--- config.mk ---
export PLATFORM = sky130hd
export DESIGN_NAME = control_multi_flat
export DESIGN_NICKNAME = d
export VERILOG_FILES = /design/src/rtl/control_multi_if.sv /design/src/rtl/control_multi.sv /design/src/flat_wrapper.sv
export SDC_FILE = /design/constraint.sdc
export NUM_CORES = 1
export LEC_CHECK = 0
export CAP_MARGIN = 40
export CORE_MARGIN = 10
export CORE_UTILIZATION = 40
export CTS_CLUSTER_SIZE = 16
export DETAILED_ROUTE_END_ITERATION = 6
export PLACE_DENSITY_LB_ADDON = 0.15
export SLEW_MARGIN = 0
export SYNTH_ARGS = -nofsm -noshare
export SYNTH_HDL_FRONTEND = slang
export SYNTH_SLANG_ARGS = --single-unit
--- constraint.sdc ---
create_clock -name clk -period 3.75 [get_ports clk]
set_input_delay 0.75 -clock clk [delete_from_list [all_inputs] [get_ports clk]]
set_output_delay 0.75 -clock clk [all_outputs]
set_load 0.02 [all_outputs]
--- src/rtl/control_multi_if.sv ---
`default_nettype none
// ============================================================================
// Module   : control_multi_if
// Purpose  : Bundles the per-player button and direction signals and the
//            engine strobes that pass between the input pins/game engine and
//            control_multi.
// Modports : master - drives buttons, current directions, tick and clear;
//                     observes the queued direction, pending, overflow, start
//            slave  - the control_multi side (the opposite directions)
// Signals  : i_up/i_down/i_left/i_right [PLAYERS]  raw buttons, bit p = player p
//            i_dir   [2*PLAYERS]  current snake directions, bits [2p+1:2p]
//            i_tick               game step strobe
//            i_clear              flush all turn queues
//            o_dir   [2*PLAYERS]  direction to apply at the next tick
//            o_pending [PLAYERS]  queue of player p non-empty
//            o_overflow[PLAYERS]  valid press dropped because the queue was full
//            o_start              sticky game-start flag
// Revision : 1.0 - initial release
// ============================================================================
interface control_multi_if #(
    parameter int PLAYERS = 2
);
    logic [PLAYERS-1:0]   i_up;
    logic [PLAYERS-1:0]   i_down;
    logic [PLAYERS-1:0]   i_left;
    logic [PLAYERS-1:0]   i_right;
    logic [2*PLAYERS-1:0] i_dir;
    logic                 i_tick;
    logic                 i_clear;
    logic [2*PLAYERS-1:0] o_dir;
    logic [PLAYERS-1:0]   o_pending;
    logic [PLAYERS-1:0]   o_overflow;
    logic                 o_start;

    modport master (
        output i_up, i_down, i_left, i_right, i_dir, i_tick, i_clear,
        input  o_dir, o_pending, o_overflow, o_start
    );

    modport slave (
        input  i_up, i_down, i_left, i_right, i_dir, i_tick, i_clear,
        output o_dir, o_pending, o_overflow, o_start
    );
endinterface
`default_nettype wire

--- src/rtl/control_multi.sv ---
`default_nettype none
// ============================================================================
// Module   : control_multi
// Purpose  : Multi-player direction control. Each player's button presses are
//            edge-detected, checked against the direction at the tail of that
//            player's turn queue and buffered (up to QUEUE_DEPTH turns). The
//            game engine pops one turn per player on every i_tick. Also
//            produces the sticky game-start flag.
// Ports    : clk  - system clock
//            rst  - synchronous, active-high reset
//            bus  - control_multi_if.slave (buttons, i_dir, i_tick, i_clear,
//                   o_dir, o_pending, o_overflow, o_start)
// Options  : CONTROL_DEBOUNCE_EN - when defined, each button passes through a
//            saturating debounce counter (DEBOUNCE_CYCLES stable-high cycles)
//            before edge detection.
// Encoding : direction 00 up, 01 down, 10 left, 11 right (bit1 = horizontal);
//            button vectors are {right,left,down,up}, so a button's bit index
//            equals its direction code.
// Revision : 1.0 - initial release
// ============================================================================
module control_multi #(
    parameter int         PLAYERS         = 2,
    parameter int         QUEUE_DEPTH     = 4,
    parameter logic [3:0] START_MASK      = 4'b1101,
    parameter int         DEBOUNCE_CYCLES = 1024
) (
    input  wire logic        clk,
    input  wire logic        rst,
    control_multi_if.slave   bus
);

    localparam int                c_ptr_w = $clog2(QUEUE_DEPTH);
    localparam logic [c_ptr_w:0]  c_depth = (c_ptr_w + 1)'(QUEUE_DEPTH);

    logic [PLAYERS-1:0] w_start_hit;
    logic               start_q;

    for (genvar p = 0; p < PLAYERS; p++) begin : g_player
        logic [3:0]         w_raw;
        logic [3:0]         w_level;
        logic [3:0]         hist_q;
        logic [3:0]         w_press;
        logic               w_sel_valid;
        logic [1:0]         w_sel_dir;
        logic [1:0]         w_cur_dir;
        logic [1:0]         w_tail;
        logic               w_accept;
        logic               w_full;
        logic               w_pop;
        logic               w_push;
        logic               w_drop;
        logic [1:0]         mem_q [QUEUE_DEPTH];
        logic [c_ptr_w-1:0] wr_ptr_q, wr_ptr_d;
        logic [c_ptr_w-1:0] rd_ptr_q, rd_ptr_d;
        logic [c_ptr_w:0]   count_q, count_d;
        logic               ovf_q;

        assign w_raw = {bus.i_right[p], bus.i_left[p], bus.i_down[p], bus.i_up[p]};

`ifdef CONTROL_DEBOUNCE_EN
        localparam int              c_db_w   = $clog2(DEBOUNCE_CYCLES + 1);
        localparam logic [c_db_w-1:0] c_db_max = c_db_w'(DEBOUNCE_CYCLES);

        for (genvar b = 0; b < 4; b++) begin : g_debounce
            logic [c_db_w-1:0] cnt_q;
            logic              filt_q;

            // Filtered level starts high so a button held through reset
            // never looks like a fresh press.
            always_ff @(posedge clk) begin
                if (rst) begin
                    cnt_q  <= '0;
                    filt_q <= 1'b1;
                end else if (!w_raw[b]) begin
                    cnt_q  <= '0;
                    filt_q <= 1'b0;
                end else if (cnt_q != c_db_max) begin
                    cnt_q <= cnt_q + 1'b1;
                    if (cnt_q == c_db_max - 1'b1) begin
                        filt_q <= 1'b1;
                    end
                end
            end

            assign w_level[b] = filt_q;
        end
`else
        assign w_level = w_raw;
`endif

        always_ff @(posedge clk) begin
            if (rst) begin
                hist_q <= 4'hF;
            end else begin
                hist_q <= w_level;
            end
        end

        assign w_press = w_level & ~hist_q;

        // Priority up > down > left > right; bit index doubles as the code.
        always_comb begin
            w_sel_valid = |w_press;
            w_sel_dir   = 2'b00;
            if (w_press[0]) begin
                w_sel_dir = 2'b00;
            end else if (w_press[1]) begin
                w_sel_dir = 2'b01;
            end else if (w_press[2]) begin
                w_sel_dir = 2'b10;
            end else if (w_press[3]) begin
                w_sel_dir = 2'b11;
            end
        end

        assign w_cur_dir = bus.i_dir[2*p +: 2];
        // Tail is taken from the pre-pop queue contents.
        assign w_tail    = (count_q != '0) ? mem_q[wr_ptr_q - 1'b1] : w_cur_dir;
        assign w_accept  = w_sel_valid && (w_sel_dir[1] != w_tail[1]);
        assign w_full    = (count_q == c_depth);
        assign w_pop     = bus.i_tick && (count_q != '0);
        // A simultaneous pop frees the slot a full queue needs.
        assign w_push    = w_accept && !bus.i_clear && (!w_full || w_pop);
        assign w_drop    = w_accept && !bus.i_clear && w_full && !w_pop;

        always_comb begin
            wr_ptr_d = wr_ptr_q;
            rd_ptr_d = rd_ptr_q;
            count_d  = count_q;
            if (bus.i_clear) begin
                wr_ptr_d = '0;
                rd_ptr_d = '0;
                count_d  = '0;
            end else begin
                if (w_push) begin
                    wr_ptr_d = wr_ptr_q + 1'b1;
                end
                if (w_pop) begin
                    rd_ptr_d = rd_ptr_q + 1'b1;
                end
                count_d = count_q + {{c_ptr_w{1'b0}}, w_push}
                                  - {{c_ptr_w{1'b0}}, w_pop};
            end
        end

        always_ff @(posedge clk) begin
            if (rst) begin
                wr_ptr_q <= '0;
                rd_ptr_q <= '0;
                count_q  <= '0;
                ovf_q    <= 1'b0;
            end else begin
                wr_ptr_q <= wr_ptr_d;
                rd_ptr_q <= rd_ptr_d;
                count_q  <= count_d;
                ovf_q    <= w_drop;
            end
        end

        // Storage needs no reset: entries are only read when count_q covers them.
        always_ff @(posedge clk) begin
            if (w_push) begin
                mem_q[wr_ptr_q] <= w_sel_dir;
            end
        end

        assign bus.o_dir[2*p +: 2] = (count_q != '0) ? mem_q[rd_ptr_q] : w_cur_dir;
        assign bus.o_pending[p]    = (count_q != '0);
        assign bus.o_overflow[p]   = ovf_q;
        // Any masked press counts, whether or not the turn is valid.
        assign w_start_hit[p]      = |(w_press & START_MASK);
    end

    always_ff @(posedge clk) begin
        if (rst) begin
            start_q <= 1'b0;
        end else if (|w_start_hit) begin
            start_q <= 1'b1;
        end
    end

    assign bus.o_start = start_q;

endmodule
`default_nettype wire
--- src/flat_wrapper.sv ---
// flat-port wrapper written by rule: the top's interface ports become plain ports
module control_multi_flat 
#(
    parameter int         PLAYERS         = 2,
    parameter int         QUEUE_DEPTH     = 4,
    parameter logic [3:0] START_MASK      = 4'b1101,
    parameter int         DEBOUNCE_CYCLES = 1024
)
  (clk, rst, bus_i_up, bus_i_down, bus_i_left, bus_i_right, bus_i_dir, bus_i_tick, bus_i_clear, bus_o_dir, bus_o_pending, bus_o_overflow, bus_o_start);
  control_multi_if #(.PLAYERS(PLAYERS)) bus_i ();
  input  wire logic clk;
  input  wire logic rst;
  input wire logic [$bits(bus_i.i_up)-1:0] bus_i_up;
  input wire logic [$bits(bus_i.i_down)-1:0] bus_i_down;
  input wire logic [$bits(bus_i.i_left)-1:0] bus_i_left;
  input wire logic [$bits(bus_i.i_right)-1:0] bus_i_right;
  input wire logic [$bits(bus_i.i_dir)-1:0] bus_i_dir;
  input wire logic [$bits(bus_i.i_tick)-1:0] bus_i_tick;
  input wire logic [$bits(bus_i.i_clear)-1:0] bus_i_clear;
  output wire logic [$bits(bus_i.o_dir)-1:0] bus_o_dir;
  output wire logic [$bits(bus_i.o_pending)-1:0] bus_o_pending;
  output wire logic [$bits(bus_i.o_overflow)-1:0] bus_o_overflow;
  output wire logic [$bits(bus_i.o_start)-1:0] bus_o_start;
  assign bus_i.i_up = bus_i_up;
  assign bus_i.i_down = bus_i_down;
  assign bus_i.i_left = bus_i_left;
  assign bus_i.i_right = bus_i_right;
  assign bus_i.i_dir = bus_i_dir;
  assign bus_i.i_tick = bus_i_tick;
  assign bus_i.i_clear = bus_i_clear;
  assign bus_o_dir = bus_i.o_dir;
  assign bus_o_pending = bus_i.o_pending;
  assign bus_o_overflow = bus_i.o_overflow;
  assign bus_o_start = bus_i.o_start;
  control_multi #(.PLAYERS(PLAYERS), .QUEUE_DEPTH(QUEUE_DEPTH), .START_MASK(START_MASK), .DEBOUNCE_CYCLES(DEBOUNCE_CYCLES)) u_core (.clk(clk), .rst(rst), .bus(bus_i));
endmodule
==> impl_results.md, run 1 <==
- Post-Syn Nets: 208
- Worst-skew pair later-pin latency: 0.30 ns
- Distinct cells, synth: 34
- Critical-path top delay cell: dfxtp_1
- Placed cell areas: 0.00241 mm²
- Fin util: 49.5%
- Vias: 1327
- Tmin final: 3.43 ns
- IO Count: 25
- Hold buffers post-CTS: 0
- Routability Congestion: 0.772
- Avg Inst Size Synth: 11.8 µm²
- Iteration-0 DRC Markers: 40
- P&R area growth vs syn: 20.4%
- DIE AREA: 0.00855 mm²
- Power per cell area: 402 mW/mm²
- Rows: 26
- Max-Cap Viols: 0
- WHS Path Cells: 2
- Final Instance Count excl. Fillers: 277
- Vias in the first global route: 1461
- Dpl ws: 0.0811 ns
- Grt ovf: 0
- Total power: 1.02 mW
- Fin crit share: 91.5%
- First-pass GRT wire length: 6780 µm
- Flops & latches, synth: 45
- Hold slack: 0.506 ns
- Worst Path Buf+Inv: 3
- # diodes: 0
- Levels on crit path: 14
- Final ANT Viol Nets: 0
- WHS Endpoint: u_core.g_player[1].wr_ptr_q[1]
- Largest stage delay on the critical path: 0.45 ns
- LEAKAGE: 0.960 nW
- # DRC: 0
- Status: completed
- Critical-path cell list: inv_1 -> ha_1 -> mux4_2 -> mux2i_2 -> mux2i_1 -> nor3_2 -> inv_1 -> ha_1 -> inv_1 -> ha_1 -> fa_1 -> xnor2_1 -> xnor2_1 -> nor2_1
- Placed Instances: 269
- Fin area: 0.00253 mm²
- Clock buffer count from CTS: 5
- Setup_tns: 0 ns
- DRT Wirelength: 3980 µm
- Nets@finish: 236
- Hpwl dp: 3090 µm
- CORE AREA: 0.00511 mm²
- Slew Viols, Final: 0
- Wire per inst: 14.4 µm
- All-Layer GR Usage: 9.90%
- Critical path class: reg -> reg
- Drt first pass iters: 4
- Crit path max fanout: 5
- Hold Path Class: reg -> reg
- H-tree levels: 2
- Initial Util: 41.2%
- Mapped Area: 0.00210 mm²
- RSZ-0062 raised after global routing: false
- CTS Buffer Depth: 2
- Layout cell share with drive strength beyond 1: 17.9%
- Die W: 92.5 µm
- Min setup slack post-route: 0.318 ns
- IO Port Bufs: 24
- CP endpoint kind: flip-flop
- CTS root buffer: clkbuf_8
- Critical path's top delay family: adder cells
- Worst-path clk slew: 0.08 ns
- Seq/Total Area, Yosys: 50.5%
- CTS tree: yes
- Vias per std cell: 4.79
- Yosys warns: 0
- CP Launch Type: flip-flop
- Arrival time worst endpoint: 3.61 ns
- Pin slew with the least headroom to its limit: 0.561 ns
- Worst r2r src: u_core.g_player[0].wr_ptr_q[0]
- Fill cell count: 477
- Antenna violations before repair: 0
- HP Start: u_core.g_player[1].wr_ptr_q[1]
- WP data required: 3.93 ns
- RR Endpoint: u_core.g_player[0].count_q[2]
- Mapped Cells: 178
- Die Y: 92.5 µm
- F_max: 291 MHz
- Worst slew margin relative to its limit: 62.5%
- Final setup vio count: 0
- R2R depth: 14
- Largest net degree at the start of global routing: 14
- Final Hold Fails: 0
- Worst reg2reg setup slack: 0.32 ns
- Sink Count: 45
- Peak supply drop: 0.174 mV
- Setup Skew: 0.00281 ns
[registers in the layout, summed over array words and instances, names as in the netlist, named ones only]
signal,cells
u_core.g_player.mem_q,16
u_core.g_player.hist_q,8
u_core.g_player.count_q,6
u_core.g_player.rd_ptr_q,4
u_core.g_player.wr_ptr_q,4
u_core.g_player.ovf_q,2
u_core.bus.o_start,1
[area by class of cell]
cell class / count / area (µm²) / area share [%]
inverter: 14 / 52.6 / 2.08
sequential: 45 / 1060 / 41.9
clock buffer: 6 / 72.6 / 2.87
clock inverter: 2 / 33.8 / 1.34
multi-input combinational: 113 / 960 / 37.9
tap: 70 / 87.6 / 3.46
timing repair buffer: 27 / 263 / 10.4
[layout by cell type (no fill, tap or decap), types with 2 or more instances in the layout]
cell             instances
dfxtp_1                 29
clkdlybuf4s50_1         24
nor2_1                  18
edfxtp_1                16
inv_1                   14
ha_1                    12
or2_2                   11
and2_1                   9
nand2_1                  6
xnor2_1                  6
mux4_2                   5
mux2_2                   5
clkbuf_8                 5
nor2b_1                  4
nand2b_1                 4
mux2i_1                  4
and3_1                   4
nand4_1                  3
nor4_1                   3
buf_4                    3
or3_1                    2
a31oi_1                  2
xor2_1                   2
fa_1                     2
[worst max path at each step]
stage	startpoint	endpoint	slack, ns
after CTS	u_core.g_player[0].wr_ptr_q[0]	u_core.g_player[0].count_q[2]	0.21
after global routing	u_core.g_player[0].wr_ptr_q[0]	u_core.g_player[0].count_q[2]	0.07
after detailed placement	bus_i_right[0]	u_core.g_player[0].count_q[2]	0.08
after floorplan	bus_i_down[0]	u_core.g_player[0].count_q[2]	0.62
final	u_core.g_player[0].wr_ptr_q[0]	u_core.g_player[0].count_q[2]	0.32
after global placement	bus_i_right[1]	u_core.g_player[1].count_q[2]	0.23
[per-layer routing]
metal	routed length, µm	global-route usage, %
met1	1840	11.3
met2	1880	16.4
met3	207	3.79
met4	65	3.98
met5	0	0
[where the power goes]
part	switching (mW)	internal, mW
combinational	0.0667	0.0718
sequential	0.00736	0.518
clock	0.156	0.197
total	0.230	0.787
[worst register-to-register path: stages (launching register included)]
cell	delay [ns]
dfxtp_1	0.45
inv_1	0.13
ha_1	0.33
mux4_2	0.30
mux2i_2	0.25
mux2i_1	0.16
nor3_2	0.22
inv_1	0.07
ha_1	0.27
inv_1	0.04
ha_1	0.21
fa_1	0.44
xnor2_1	0.23
xnor2_1	0.15
nor2_1	0.06
[timing repair]
item / CTS / global route
setup endpoints to repair: 0 / 1
resized for setup: 0 / 2
hold endpoints to repair: 0 / 0
buffers inserted: 0 / 0
[Yosys cell counts]
cell	n	share of area [%]
dfxtp_1	29	28
nand4_1	3	0.89
edfxtp_1	16	23
and2_1	9	2.7
nand2b_1	4	1.2
mux4_1	1	1.3
mux2_4	1	0.71
or2_2	11	3.3
nor2_1	18	3.2
or3_1	2	0.60
clkbuf_1	3	0.54
nor3_1	1	0.24
a211oi_1	1	0.36
o31ai_1	1	0.36
mux4_2	5	5.4
buf_4	2	0.71
xnor2_1	6	2.5
xor2_1	2	0.83
a211oi_4	1	0.95
mux2_2	5	2.7
nor2b_1	4	1.2
ha_1	12	7.1
a31oi_1	2	0.60
mux2i_1	5	2.4
or3b_2	1	0.42
inv_1	14	2.5
and3_1	4	1.2
fa_1	2	1.9
buf_6	1	0.54
nor3_4	1	0.77
nor4_1	3	0.89
o21ai_0	1	0.24
and2_2	1	0.36
nand2_1	6	1.1
[logic make-up after synthesis]
family                   after synthesis  synth area share [%]
AO/OA/AOI/OAI                          6                  2.50
XOR/XNOR                               8                  3.33
buffers and inverters                 20                  4.29
flip-flops                            45                  50.5
multiplexers                          17                  12.4
AND/OR/NAND/NOR                       68                  18.0
adder cells (fa/ha/maj)               14                  9.05
Note: power is estimated with default switching activity, not from simulation.
==> run 2: changes to the inputs <==
Clock period 3.75 ns to 3.7 ns, I/O delays scaled along.
==> results of run 2 <==
Same layout as run 1 (identical final DEF). Status: completed.
Among the figures that moved: setup slack after placement 0.0811 ns -> 0.0411 ns; setup slack after layout 0.318 ns -> 0.268 ns; register-to-register setup slack 0.32 ns -> 0.27 ns; total power 1.02 mW -> 1.03 mW; worst IR drop on VDD 0.174 mV -> 0.176 mV
